===== src/rtl/vram_arbiter_if.sv =====
// vram_arbiter_if: scanout, CPU and VRAM-macro signals of the VRAM arbiter.
interface vram_arbiter_if #(
    parameter int AW = 13,
    parameter int DW = 8
);
    logic          vid_req;
    logic [AW-1:0] vid_addr;
    logic [DW-1:0] vid_data;
    logic          vid_valid;
    logic          vid_late;
    logic          cpu_req;
    logic          cpu_we;
    logic [AW-1:0] cpu_addr;
    logic [DW-1:0] cpu_wdata;
    logic [DW-1:0] cpu_rdata;
    logic          cpu_ack;
    logic [AW-1:0] ram_addr;
    logic          ram_we;
    logic [DW-1:0] ram_wdata;
    logic [DW-1:0] ram_q;
    modport slave (
        input  vid_req, vid_addr, cpu_req, cpu_we, cpu_addr, cpu_wdata, ram_q,
        output vid_data, vid_valid, vid_late, cpu_rdata, cpu_ack, ram_addr, ram_we, ram_wdata
    );
    modport master (
        output vid_req, vid_addr, cpu_req, cpu_we, cpu_addr, cpu_wdata, ram_q,
        input  vid_data, vid_valid, vid_late, cpu_rdata, cpu_ack, ram_addr, ram_we, ram_wdata
    );
endinterface


===== src/rtl/vram_arbiter.sv =====
// vram_arbiter: one VRAM slot per clk, video reads first, CPU req/ack behind them.
// Define VRAM_STARVE_GUARD_EN to force a CPU slot after MAX_CPU_WAIT pending cycles.
module vram_arbiter #(
    parameter int AW = 13,
    parameter int DW = 8,
    parameter int MAX_CPU_WAIT = 8
) (
    input logic clk,
    input logic rst_n,
    vram_arbiter_if.slave bus
);
    typedef enum logic [1:0] {C_IDLE, C_PEND, C_DATA, C_ACK} cpu_state_t;
    cpu_state_t state;
    logic s1_vid, s2_vid, s1_late, s2_late;
    logic vid_go, cpu_go, late_go;
    logic [AW-1:0] vid_go_addr, cpu_addr_q;
    logic [DW-1:0] cpu_wdata_q, rdata_q;
    logic cpu_we_q;
    if (MAX_CPU_WAIT < 1) begin : g_bad_wait
        $error("MAX_CPU_WAIT must be at least 1");
    end
`ifdef VRAM_STARVE_GUARD_EN
    localparam int CW = $clog2(MAX_CPU_WAIT + 1);
    localparam logic [CW-1:0] WAIT_MAX = CW'(MAX_CPU_WAIT);
    logic [CW-1:0] wait_cnt;
    logic vid_hold, force_cpu;
    logic [AW-1:0] hold_addr;
    assign force_cpu = state == C_PEND && wait_cnt >= WAIT_MAX;
    // A deferred video read takes the next slot; a new request arriving then is deferred in turn.
    assign vid_go = !force_cpu && (vid_hold || bus.vid_req);
    assign vid_go_addr = vid_hold ? hold_addr : bus.vid_addr;
    assign late_go = vid_hold;
    always_ff @(posedge clk or negedge rst_n)
        if (!rst_n) begin
            wait_cnt <= '0;
            vid_hold <= 1'b0;
            hold_addr <= '0;
        end else begin
            wait_cnt <= (state != C_PEND || cpu_go) ? '0 : (wait_cnt == WAIT_MAX) ? wait_cnt : wait_cnt + CW'(1);
            vid_hold <= bus.vid_req && (force_cpu || vid_hold);
            if (bus.vid_req) hold_addr <= bus.vid_addr;
        end
`else
    assign vid_go = bus.vid_req;
    assign vid_go_addr = bus.vid_addr;
    assign late_go = 1'b0;
`endif
    assign cpu_go = state == C_PEND && !vid_go;
    assign bus.cpu_ack = state == C_ACK;
    // ram_q of a CPU read arrives in the ack cycle, so it is forwarded then and held afterwards.
    assign bus.cpu_rdata = (bus.cpu_ack && !cpu_we_q) ? bus.ram_q : rdata_q;
    always_ff @(posedge clk or negedge rst_n)
        if (!rst_n) begin
            state <= C_IDLE;
            {s1_vid, s2_vid, s1_late, s2_late} <= '0;
            cpu_we_q <= 1'b0;
            cpu_addr_q <= '0;
            cpu_wdata_q <= '0;
            rdata_q <= '0;
            bus.vid_valid <= 1'b0;
            bus.vid_late <= 1'b0;
            bus.vid_data <= '0;
            bus.ram_addr <= '0;
            bus.ram_we <= 1'b0;
            bus.ram_wdata <= '0;
        end else begin
            s1_vid <= vid_go;
            s2_vid <= s1_vid;
            s1_late <= late_go;
            s2_late <= s1_late;
            bus.vid_valid <= s2_vid;
            bus.vid_late <= s2_vid && s2_late;
            if (s2_vid) bus.vid_data <= bus.ram_q;
            bus.ram_we <= cpu_go && cpu_we_q;
            if (vid_go) bus.ram_addr <= vid_go_addr;
            else if (cpu_go) bus.ram_addr <= cpu_addr_q;
            if (cpu_go && cpu_we_q) bus.ram_wdata <= cpu_wdata_q;
            if (state == C_ACK && !cpu_we_q) rdata_q <= bus.ram_q;
            // Capture the request so an early-dropped cpu_req still completes.
            if (state == C_IDLE) {cpu_we_q, cpu_addr_q, cpu_wdata_q} <= {bus.cpu_we, bus.cpu_addr, bus.cpu_wdata};
            case (state)
                C_IDLE:  state <= bus.cpu_req ? C_PEND : C_IDLE;
                C_PEND:  state <= !cpu_go ? C_PEND : cpu_we_q ? C_ACK : C_DATA;
                C_DATA:  state <= C_ACK;
                default: state <= C_IDLE;
            endcase
        end
endmodule


===== src/flat_wrapper.sv =====
// flat-port wrapper written by rule: the top's interface ports become plain ports
module vram_arbiter_flat 
#(
    parameter int AW = 13,
    parameter int DW = 8,
    parameter int MAX_CPU_WAIT = 8
)
  (clk, rst_n, bus_vid_req, bus_vid_addr, bus_cpu_req, bus_cpu_we, bus_cpu_addr, bus_cpu_wdata, bus_ram_q, bus_vid_data, bus_vid_valid, bus_vid_late, bus_cpu_rdata, bus_cpu_ack, bus_ram_addr, bus_ram_we, bus_ram_wdata);
  vram_arbiter_if #(.AW(AW), .DW(DW)) bus_i ();
  input logic clk;
  input logic rst_n;
  input wire logic [$bits(bus_i.vid_req)-1:0] bus_vid_req;
  input wire logic [$bits(bus_i.vid_addr)-1:0] bus_vid_addr;
  input wire logic [$bits(bus_i.cpu_req)-1:0] bus_cpu_req;
  input wire logic [$bits(bus_i.cpu_we)-1:0] bus_cpu_we;
  input wire logic [$bits(bus_i.cpu_addr)-1:0] bus_cpu_addr;
  input wire logic [$bits(bus_i.cpu_wdata)-1:0] bus_cpu_wdata;
  input wire logic [$bits(bus_i.ram_q)-1:0] bus_ram_q;
  output wire logic [$bits(bus_i.vid_data)-1:0] bus_vid_data;
  output wire logic [$bits(bus_i.vid_valid)-1:0] bus_vid_valid;
  output wire logic [$bits(bus_i.vid_late)-1:0] bus_vid_late;
  output wire logic [$bits(bus_i.cpu_rdata)-1:0] bus_cpu_rdata;
  output wire logic [$bits(bus_i.cpu_ack)-1:0] bus_cpu_ack;
  output wire logic [$bits(bus_i.ram_addr)-1:0] bus_ram_addr;
  output wire logic [$bits(bus_i.ram_we)-1:0] bus_ram_we;
  output wire logic [$bits(bus_i.ram_wdata)-1:0] bus_ram_wdata;
  assign bus_i.vid_req = bus_vid_req;
  assign bus_i.vid_addr = bus_vid_addr;
  assign bus_i.cpu_req = bus_cpu_req;
  assign bus_i.cpu_we = bus_cpu_we;
  assign bus_i.cpu_addr = bus_cpu_addr;
  assign bus_i.cpu_wdata = bus_cpu_wdata;
  assign bus_i.ram_q = bus_ram_q;
  assign bus_vid_data = bus_i.vid_data;
  assign bus_vid_valid = bus_i.vid_valid;
  assign bus_vid_late = bus_i.vid_late;
  assign bus_cpu_rdata = bus_i.cpu_rdata;
  assign bus_cpu_ack = bus_i.cpu_ack;
  assign bus_ram_addr = bus_i.ram_addr;
  assign bus_ram_we = bus_i.ram_we;
  assign bus_ram_wdata = bus_i.ram_wdata;
  vram_arbiter #(.AW(AW), .DW(DW), .MAX_CPU_WAIT(MAX_CPU_WAIT)) u_core (.clk(clk), .rst_n(rst_n), .bus(bus_i));
endmodule

===== config.mk =====
export PLATFORM = sky130hd
export DESIGN_NAME = vram_arbiter_flat
export DESIGN_NICKNAME = d
export VERILOG_FILES = /design/src/rtl/vram_arbiter_if.sv /design/src/rtl/vram_arbiter.sv /design/src/flat_wrapper.sv
export SDC_FILE = /design/constraint.sdc
export NUM_CORES = 1
export LEC_CHECK = 0
export BUFFER_PORTS_ARGS = -buffer_cell sky130_fd_sc_hd__buf_2
export CAP_MARGIN = 20
export CORE_ASPECT_RATIO = 1.2
export CORE_UTILIZATION = 46
export CTS_CLUSTER_SIZE = 8
export DETAILED_ROUTE_END_ITERATION = 6
export GPL_ROUTABILITY_DRIVEN = 0
export PLACE_DENSITY = 0.77
export SYNTH_ARGS = -nofsm -noshare
export SYNTH_HDL_FRONTEND = slang
export SYNTH_SLANG_ARGS = --single-unit

===== constraint.sdc =====
create_clock -name clk -period 1.4 [get_ports clk]
set_clock_uncertainty 0.2 [all_clocks]
set_input_delay 0.14 -clock clk [delete_from_list [all_inputs] [get_ports clk]]
set_output_delay 0.14 -clock clk [all_outputs]
set_load 0.01 [all_outputs]

==> results.sh, run 1 <==
export IMPL_dp_slack_ps=-192
export IMPL_place_area_um2=3400
export IMPL_worstSkewPairLatency_ps=340
export IMPL_fp_dieH_um=87.7
export IMPL_wire_per_inst_um=17.1
export IMPL_cts_buffers=9
export IMPL_max_freq_mhz=531
export IMPL_layout_drive_gt1_share_pct=55.4
export IMPL_setup_viol_count_final=59
export IMPL_drt_antenna_violating_nets=0
export IMPL_vias=2138
export IMPL_start_util_pct=48.7
export IMPL_dieArea_um2=6440
export IMPL_seq_area_um2=1630
export IMPL_drt_iter0_markers=108
export IMPL_mappedNetlistArea_um2=2820
export IMPL_worstPathArrival_ps=1540
export IMPL_grt_use_total_pct=22.7
export IMPL_synthDistinctLibCells=23
export IMPL_cts_sinks=65
export IMPL_period_minus_slack_ps=1880
export IMPL_diodes=0
export IMPL_drv_slew=0
export IMPL_period_share_pct=135
export IMPL_cp_start_kind="register"
export IMPL_critPathKind="register to primary output"
export IMPL_met3_usage_pct=4.83
export IMPL_rrSetupSlack_ps=-330
export IMPL_layout_setup_ws_ps=-485
export IMPL_hold_viol=0
export IMPL_crit_family="flip-flops"
export IMPL_max_cap_violations=0
export IMPL_met2_usage_pct=39.1
export IMPL_wl_um=7400
export IMPL_crit_path_max_incr_delay_ps=390
export IMPL_h_tree_depth=3
export IMPL_critPathSlowestCell="dfrtp_1"
export IMPL_syn_nets=236
export IMPL_yosysSeqAreaShare_pct=57.8
export IMPL_ir_drop_mv=1.19
export IMPL_io_buffers=86
export IMPL_grt_pass1_wl_um=10600
export IMPL_fillers=335
export IMPL_grt_max_degree=66
export IMPL_first_pass_iters=4
export IMPL_relSlewSlack_pct=61.3
export IMPL_grt_pass1_vias=2169
export IMPL_violations="setup timing"
export IMPL_drc=0
export IMPL_synthToLayoutAreaGrowth_pct=62.9
export IMPL_die_w_um=73.4
export IMPL_syn_instance_count=189
export IMPL_fin_area_um2=4590
export IMPL_finalSetupTns_ps=-16490
export IMPL_cp_max_fo=8
export IMPL_required_ps=1060
export IMPL_viasPerCell=4.95
export IMPL_multi_input_area_um2=1280
export IMPL_path_buf_inv=2
export IMPL_synth_avg_cell_area_um2=14.9
export IMPL_rows=30
export IMPL_nets=394
export IMPL_p_per_area_nw_per_um2=2140
export IMPL_tightest_slew_ps=581
export IMPL_yosys_warnings=0
export IMPL_grt_setup_unrepaired="yes"
export IMPL_clockBufferDepth=2
export IMPL_gr_total_overflow=0
export IMPL_hp_class="input port to register"
export IMPL_core_um2=5780
export IMPL_grtUsageMet1_pct=26.6
export IMPL_p_total_mw=9.81
export IMPL_power_leakage_nw=2.22
export IMPL_final_util_pct=79.4
export IMPL_grt_busiest_layer="met2"
export IMPL_ys_ff_latch=65
export IMPL_status="finished, violations left"
export IMPL_path_clk_slew_ps=80
export IMPL_grt_antenna_before_repair=0
export IMPL_dp_hpwl_um=3770
export IMPL_cts_tree="yes"
export IMPL_end_kind="primary output"
export IMPL_clockRootBuffer="clkbuf_8"
export IMPL_io_pins=88
export IMPL_crit_chain="buf_4 -> nand3b_4 -> mux2_4 -> buf_6"
[cells by family (layout without fill, tap and decap cells)]
logic type,Yosys count,count (layout),synth area share (%)
flip-flops,65,65,57.8
multiplexers,46,46,22.1
AND/OR/NAND/NOR,35,35,10.2
buffers and inverters,27,190,5.33
AO/OA/AOI/OAI,15,15,4.44
other,1,1,0.133
[final cells by class]
class,instances,share of cell area (%)
inverters,13,1.06
multi-input cells,97,27.8
flip-flops and latches,65,35.4
well taps,80,2.18
clock inverters,6,1.99
clock buffers,10,3.00
repair buffers,161,28.5
[state kept, by name (all words and copies together) (netlist names), 2 cells and up]
name and cells:
u_core.cpu_addr_q 13, u_core.bus.ram_wdata 8, u_core.bus.ram_addr 13, u_core.cpu_wdata_q 8, u_core.rdata_q 8, u_core.state 2, u_core.bus.vid_data 8
[cells in the final DEF, fill, tap and decap left out, types with 2 or more instances in the layout]
cell           instances
bufinv_16              2
nand2_1               13
dlygate4sd3_1         45
dfrtp_1               65
buf_2                 77
nand2b_1               2
o311ai_2               3
nand4bb_1             13
clkinvlp_4             3
mux2_4                38
o311ai_4              10
buf_4                  9
clkbuf_8              10
mux2_2                 8
buf_12                 5
buf_6                 19
buf_8                  6
nor2_1                 2
inv_1                 13
[through the flow]
step | hold slack (ps) | instances
3_5_place_dp | -14.9 | 357
3_3_place_gp | -18.3 | 357
5_1_grt | 140 | 432
6_report | 145 | 432
2_1_floorplan | -356 | 189
4_1_cts | 44.6 | 428
[power breakdown]
part | internal [mW] | leakage [nW] | total, mW | switching, mW
sequential | 2.65 | 0.771 | 3.10 | 0.451
combinational | 2.98 | 1.34 | 4.90 | 1.92
clock | 1.05 | 0.105 | 1.81 | 0.756
[Yosys cell counts (all sizes together)]
cell	instances	area [um^2]
o21ai	1	5.00
o311ai	13	114
inv	13	48.8
and2	1	6.26
mux2	46	623
nand2	13	48.8
dfrtp	65	1630
nand2b	2	12.5
o22ai	1	6.26
nand4bb	13	146
nor2	3	27.5
conb	1	3.75
nor2b	1	13.8
nand3b	1	20.0
clkbuf	2	11.3
and4bb	1	12.5
buf	12	90.1
[timing repair]
action	CTS	global route
hold buffers	45	0
setup endpoints to repair	54	57
buffers inserted	10	7
resized for setup	35	35
endpoints found under the hold margin	117	0
pin swaps	3	1
cloned	1	0
[worst reg2reg max path, cell delays in order, from the launching register on]
cell and delay (ps):
dfrtp_1 410, buf_6 130, buf_6 110, buf_8 130
nor2_8 100, buf_12 130, buf_12 120, mux2_4 300
[per-layer routing]
| metal | wire, um | vias to the layer above |
|---|---|---|
| li1 | - | 981 |
| met1 | 3030 | 1069 |
| met2 | 3910 | 73 |
| met3 | 307 | 15 |
| met4 | 146 | 0 |
| met5 | 0 | - |
[worst paths after layout]
path,start,endpoint,cells past startpoint
min in group asynchronous,rst_n,u_core.bus.ram_wdata[7]$_DFFE_PN0P_,3
max in group asynchronous,rst_n,u_core.bus.ram_addr[12]$_DFFE_PN0P_,3
setup reg to reg,u_core.state[0]$_DFF_PN0_,u_core.cpu_wdata_q[5]$_DFFE_PN0N_,7
hold / removal,bus_vid_req,u_core.bus.ram_we$_DFF_PN0_,3
hold reg to reg,u_core.s1_vid$_DFF_PN0_,u_core.s2_vid$_DFF_PN0_,0
setup / recovery,u_core.state[0]$_DFF_PN0_,bus_cpu_rdata[3],4
Note: power is estimated with default switching activity, not from simulation.
==> inputs of run 2 (changes only) <==
--- a/config.mk
+++ b/config.mk
@@ -12,7 +12,7 @@
 export CTS_CLUSTER_SIZE = 8
 export DETAILED_ROUTE_END_ITERATION = 6
 export GPL_ROUTABILITY_DRIVEN = 0
-export PLACE_DENSITY = 0.77
+export PLACE_DENSITY = 0.76
 export SYNTH_ARGS = -nofsm -noshare
 export SYNTH_HDL_FRONTEND = slang
 export SYNTH_SLANG_ARGS = --single-unit
==> run 2 against run 1 <==
Effect of this change:
- the run still ends with setup timing left
- sequential share of layout area is 3.6 points higher
- count of clock-buffer cells in the layout is 1 higher
- highest routed layer unchanged
- first-iteration DRC count is 17% lower
- critical path depth is 1 lower
- critical endpoint is now bus_cpu_rdata[5]
- critical path type unchanged
==> results.sh, run 2 (same netlist as run 1, synthesis figures left out) <==
export IMPL_gr_total_overflow=0
export IMPL_drt_antenna_violating_nets=0
export IMPL_ir_drop_mv=1.24
export IMPL_timing_rr_start="u_core.state[1]$_DFF_PN0_"
export IMPL_hold_viol=0
export IMPL_worstSkewPairLatency_ps=330
export IMPL_wire_per_inst_um=15.0
export IMPL_start_util_pct=48.7
export IMPL_setup_viol_count_final=53
export IMPL_layout_setup_ws_ps=-394
export IMPL_drt_iter0_markers=90
export IMPL_cts_buffers=9
export IMPL_seq_area_um2=1630
export IMPL_dp_slack_ps=-191
export IMPL_core_um2=5780
export IMPL_synthToLayoutAreaGrowth_pct=48.2
export IMPL_end_kind="primary output"
export IMPL_dieArea_um2=6440
export IMPL_crit_family="flip-flops"
export IMPL_vias=2038
export IMPL_fp_dieH_um=87.7
export IMPL_hold_start="bus_vid_req"
export IMPL_grt_pass1_vias=2128
export IMPL_rows=30
export IMPL_die_w_um=73.4
export IMPL_grt_max_degree=66
export IMPL_wl_um=6350
export IMPL_rrSetupSlack_ps=-240
export IMPL_path_buf_inv=1
export IMPL_ff2ff_path_depth=4
export IMPL_clockRootBuffer="clkbuf_8"
export IMPL_hp_class="input port to register"
export IMPL_nets=384
export IMPL_p_total_mw=8.30
export IMPL_grt_antenna_before_repair=0
export IMPL_drc=0
export IMPL_final_common_cell="buf_2"
export IMPL_crit_path_max_incr_delay_ps=390
export IMPL_grt_use_total_pct=21.8
export IMPL_required_ps=1060
export IMPL_p_int_mw=5.69
export IMPL_viasPerCell=4.83
export IMPL_multi_input_area_um2=1100
export IMPL_power_leakage_nw=2.02
export IMPL_critPathSlowestCell="dfrtp_1"
export IMPL_p_sw_mw=2.61
export IMPL_hold_path_end="u_core.s1_vid$_DFF_PN0_"
export IMPL_pwr_share_seq_pct=36.9
export IMPL_crit_chain="nand3b_4 -> mux2_4 -> buf_6"
export IMPL_switching_share_pct=31.4
export IMPL_final_cell_mix="85 x buf_2, 64 x dfrtp_1, 45 x dlygate4sd3_1"
export IMPL_p_clk_share_pct=18.9
export IMPL_cts_tree="yes"
export IMPL_grt_pass1_wl_um=10300
export IMPL_io_buffers=86
export IMPL_path_clk_slew_ps=70
export IMPL_holdWs_ps=79.1
export IMPL_grt_setup_unrepaired="yes"
export IMPL_period_minus_slack_ps=1790
export IMPL_fillers=414
export IMPL_finalSetupTns_ps=-8900
export IMPL_cp_max_fo=8
export IMPL_reg_top3="u_core.bus.ram_addr x13, u_core.cpu_addr_q x13"
export IMPL_violations="setup timing"
export IMPL_period_share_pct=128
export IMPL_p_per_area_nw_per_um2=1990
export IMPL_max_freq_mhz=558
export IMPL_dp_hpwl_um=3790
export IMPL_layout_drive_gt1_share_pct=52.0
export IMPL_p_comb_share_pct=44.2
export IMPL_diodes=0
export IMPL_critPathKind="register to primary output"
export IMPL_io_pins=88
export IMPL_drv_slew=0
export IMPL_r2r_end="u_core.bus.ram_wdata[2]$_DFFE_PN0P_"
export IMPL_first_pass_iters=4
export IMPL_clockBufferDepth=2
export IMPL_status="finished, violations left"
export IMPL_cts_sinks=65
export IMPL_worst_hold_path_num_cells=2
export IMPL_worstPathArrival_ps=1450
export IMPL_h_tree_depth=3
export IMPL_cp_start_kind="register"
export IMPL_max_cap_violations=0
run 2: cell types whose count changed in the layout (fill, tap and decap cells not counted), sizes merged:
cell,before,now
buf,116,106
bufinv,2,1
clkbuf,10,11
clkinv,1,2
clkinvlp,3,2
run 2: worst max-delay path by stage:
stage | endpoint | from | depth (start not counted)
global placement | u_core.cpu_addr_q[3]$_DFFE_PN0N_ | u_core.state[1]$_DFF_PN0_ | 4
global route | bus_cpu_rdata[5] | u_core.cpu_we_q$_DFFE_PN0N_ | 3
floorplan | u_core.cpu_addr_q[0]$_DFFE_PN0N_ | u_core.state[1]$_DFF_PN0_ | 4
detailed placement | u_core.cpu_addr_q[4]$_DFFE_PN0N_ | u_core.state[1]$_DFF_PN0_ | 4
CTS | bus_cpu_rdata[2] | u_core.state[1]$_DFF_PN0_ | 3
finish | bus_cpu_rdata[5] | u_core.cpu_we_q$_DFFE_PN0N_ | 3
run 2: repair_timing:
action                     in CTS  in global routing
setup buffers                   4                  2
setup endpoints to repair      52                 52
hold buffers                   45                  0
pin swaps                       3                  2
resized for setup              12                 11
hold endpoints to repair      117                  0
run 2: cell type report:
type,instances,share of cell area [%]
sequential,65,39.0
clock inverter,5,1.32
clock buffer,11,3.39
inverter,13,1.17
timing repair buffer,151,26.4
tap,80,2.40
multi-input combinational,97,26.3
run 2: stage by stage:
step                cells  utilization (%)  instance area, um^2
CTS                   420             71.0                 4100
global route          422             72.2                 4170
finish                422             72.2                 4170
global placement      355             58.4                 3380
detailed placement    355             58.4                 3380
floorplan             189                -                 2830
run 2: metal layers:
metal / vias to the layer above / track usage [%] / part of all wire [%]
met4: 0 / 8.39 / 0.63
met5: - / 0 / 0
met1: 1012 / 26.2 / 43
met3: 4 / 5.41 / 4.3
li1: 962 / - / -
met2: 60 / 37.5 / 52
run 2: power by group through the flow:
stage	clock network (mW)	logic (mW)	registers, mW
floorplan	0	2.17	3.12
global placement	0	3.06	3.07
detailed placement	0	3.14	3.10
CTS	1.61	3.51	3.06
global route	1.69	3.95	3.16
finish	1.57	3.67	3.07
==> inputs of run 3 (changes only) <==
--- a/config.mk
+++ b/config.mk
@@ -13,6 +13,7 @@
 export DETAILED_ROUTE_END_ITERATION = 6
 export GPL_ROUTABILITY_DRIVEN = 0
 export PLACE_DENSITY = 0.76
+export SKIP_CTS_REPAIR_TIMING = 1
 export SYNTH_ARGS = -nofsm -noshare
 export SYNTH_HDL_FRONTEND = slang
 export SYNTH_SLANG_ARGS = --single-unit
==> run 3 against run 2 <==
Effect of this change:
- the flow still finishes with violations (setup timing)
- non-clock buffer count fell by 1
- power fell by 1.0%
- count of clock-buffer cells in the layout did not move
- maximum frequency is 0.68% lower
- critical path type unchanged
==> results.sh, run 3 (same netlist as run 1, synthesis figures left out) <==
export IMPL_status="finished, violations left"
export IMPL_violations="setup timing"
export IMPL_drt_antenna_violating_nets=0
export IMPL_grt_setup_unrepaired="yes"
export IMPL_period_minus_slack_ps=1810
export IMPL_max_freq_mhz=554
export IMPL_diodes=0
export IMPL_nets=383
export IMPL_setup_viol_count_final=51
export IMPL_required_ps=1060
export IMPL_finalSetupTns_ps=-8870
export IMPL_dieArea_um2=6440
export IMPL_h_tree_depth=3
export IMPL_grt_pass1_wl_um=8860
export IMPL_viasPerCell=4.81
export IMPL_power_leakage_nw=2.00
export IMPL_cp_start_kind="register"
export IMPL_wire_per_inst_um=15.0
export IMPL_dp_hpwl_um=3790
export IMPL_final_cell_mix="85 x buf_2, 64 x dfrtp_1, 45 x dlygate4sd3_1"
export IMPL_drt_iter0_markers=67
export IMPL_io_buffers=86
export IMPL_fin_area_um2=4120
export IMPL_fp_dieH_um=87.7
export IMPL_layout_drive_gt1_share_pct=50.4
export IMPL_ir_drop_mv=1.23
export IMPL_crit_path_max_incr_delay_ps=450
export IMPL_p_per_area_nw_per_um2=1990
export IMPL_reg_top3="u_core.bus.ram_addr x13, u_core.cpu_addr_q x13"
export IMPL_clockBufferDepth=2
export IMPL_rows=30
export IMPL_drv_slew=0
export IMPL_hp_class="input port to register"
export IMPL_path_clk_slew_ps=70
export IMPL_grt_antenna_before_repair=0
export IMPL_hold_viol=0
export IMPL_dp_cells=355
export IMPL_worstPathArrival_ps=1470
export IMPL_grt_max_degree=66
export IMPL_cts_tree="yes"
export IMPL_final_common_cell="buf_2"
export IMPL_critPathKind="register to primary output"
export IMPL_crit_chain="nand3b_4 -> mux2_2 -> buf_2"
export IMPL_grt_use_total_pct=18.8
export IMPL_io_pins=88
export IMPL_cts_buffers=9
export IMPL_wl_um=6310
export IMPL_gr_total_overflow=0
export IMPL_die_w_um=73.4
export IMPL_first_pass_iters=4
export IMPL_end_kind="primary output"
export IMPL_drc=0
export IMPL_critPathSlowestCell="dfrtp_2"
export IMPL_synthToLayoutAreaGrowth_pct=46.4
export IMPL_max_cap_violations=0
export IMPL_cp_max_fo=8
export IMPL_worstSkewPairLatency_ps=330
export IMPL_period_share_pct=129
export IMPL_clockRootBuffer="clkbuf_8"
export IMPL_start_util_pct=48.7
export IMPL_grt_pass1_vias=1814
export IMPL_holdWs_ps=79.9
export IMPL_core_um2=5780
export IMPL_place_area_um2=3380
export IMPL_vias=2027
export IMPL_p_total_mw=8.22
export IMPL_cts_sinks=65
export IMPL_final_cells=421
export IMPL_layout_setup_ws_ps=-406
run 3: per-stage QoR:
stage	worst slack, ps	utilization (%)
3_5_place_dp	-191	58.4
2_1_floorplan	-45.5	-
6_report	-406	71.3
4_1_cts	-423	61.8
3_3_place_gp	-148	58.4
5_1_grt	-470	71.3
run 3: report_power, final:
group	internal (mW)	total, mW	leakage (nW)	switching [mW]
Clock	0.865	1.56	0.0953	0.692
Combinational	2.13	3.59	1.14	1.46
Sequential	2.65	3.08	0.769	0.422
run 3: layout make-up:
class,instances,area [um^2]
flip-flops and latches,65,1630
inverters,13,48.8
clock buffers,11,141
fillers,428,1660
repair buffers,150,1090
clock inverters,5,55.1
multi-input cells,97,1060
well taps,80,100
run 3: worst paths after layout:
path / startpoint / end / slack [ps] / cells past startpoint
max: u_core.state[1]$_DFF_PN0_ / bus_cpu_rdata[2] / -410 / 3
min: bus_vid_req / u_core.s1_vid$_DFF_PN0_ / 80 / 2
max reg2reg: u_core.state[0]$_DFF_PN0_ / u_core.cpu_addr_q[4]$_DFFE_PN0N_ / -150 / 4
min reg2reg: u_core.s1_vid$_DFF_PN0_ / u_core.s2_vid$_DFF_PN0_ / 160 / 0
max in group asynchronous: rst_n / u_core.bus.ram_addr[8]$_DFFE_PN0P_ / 550 / 3
min in group asynchronous: rst_n / u_core.cpu_wdata_q[7]$_DFFE_PN0N_ / 160 / 3
run 3: per-layer routing:
layer  share of wire (%)  GRT usage, %
met1                  43          24.9
met2                  52          29.0
met3                 4.2          5.64
met4                0.57          7.87
met5                   0             0
run 3: critical path: cells and delay by family, from the launching register on:
kind / cells / cell delay (ps)
muxes: 1 / 370
DFF: 1 / 450
and+or+nand+nor: 1 / 170
buffers and inverters: 1 / 140
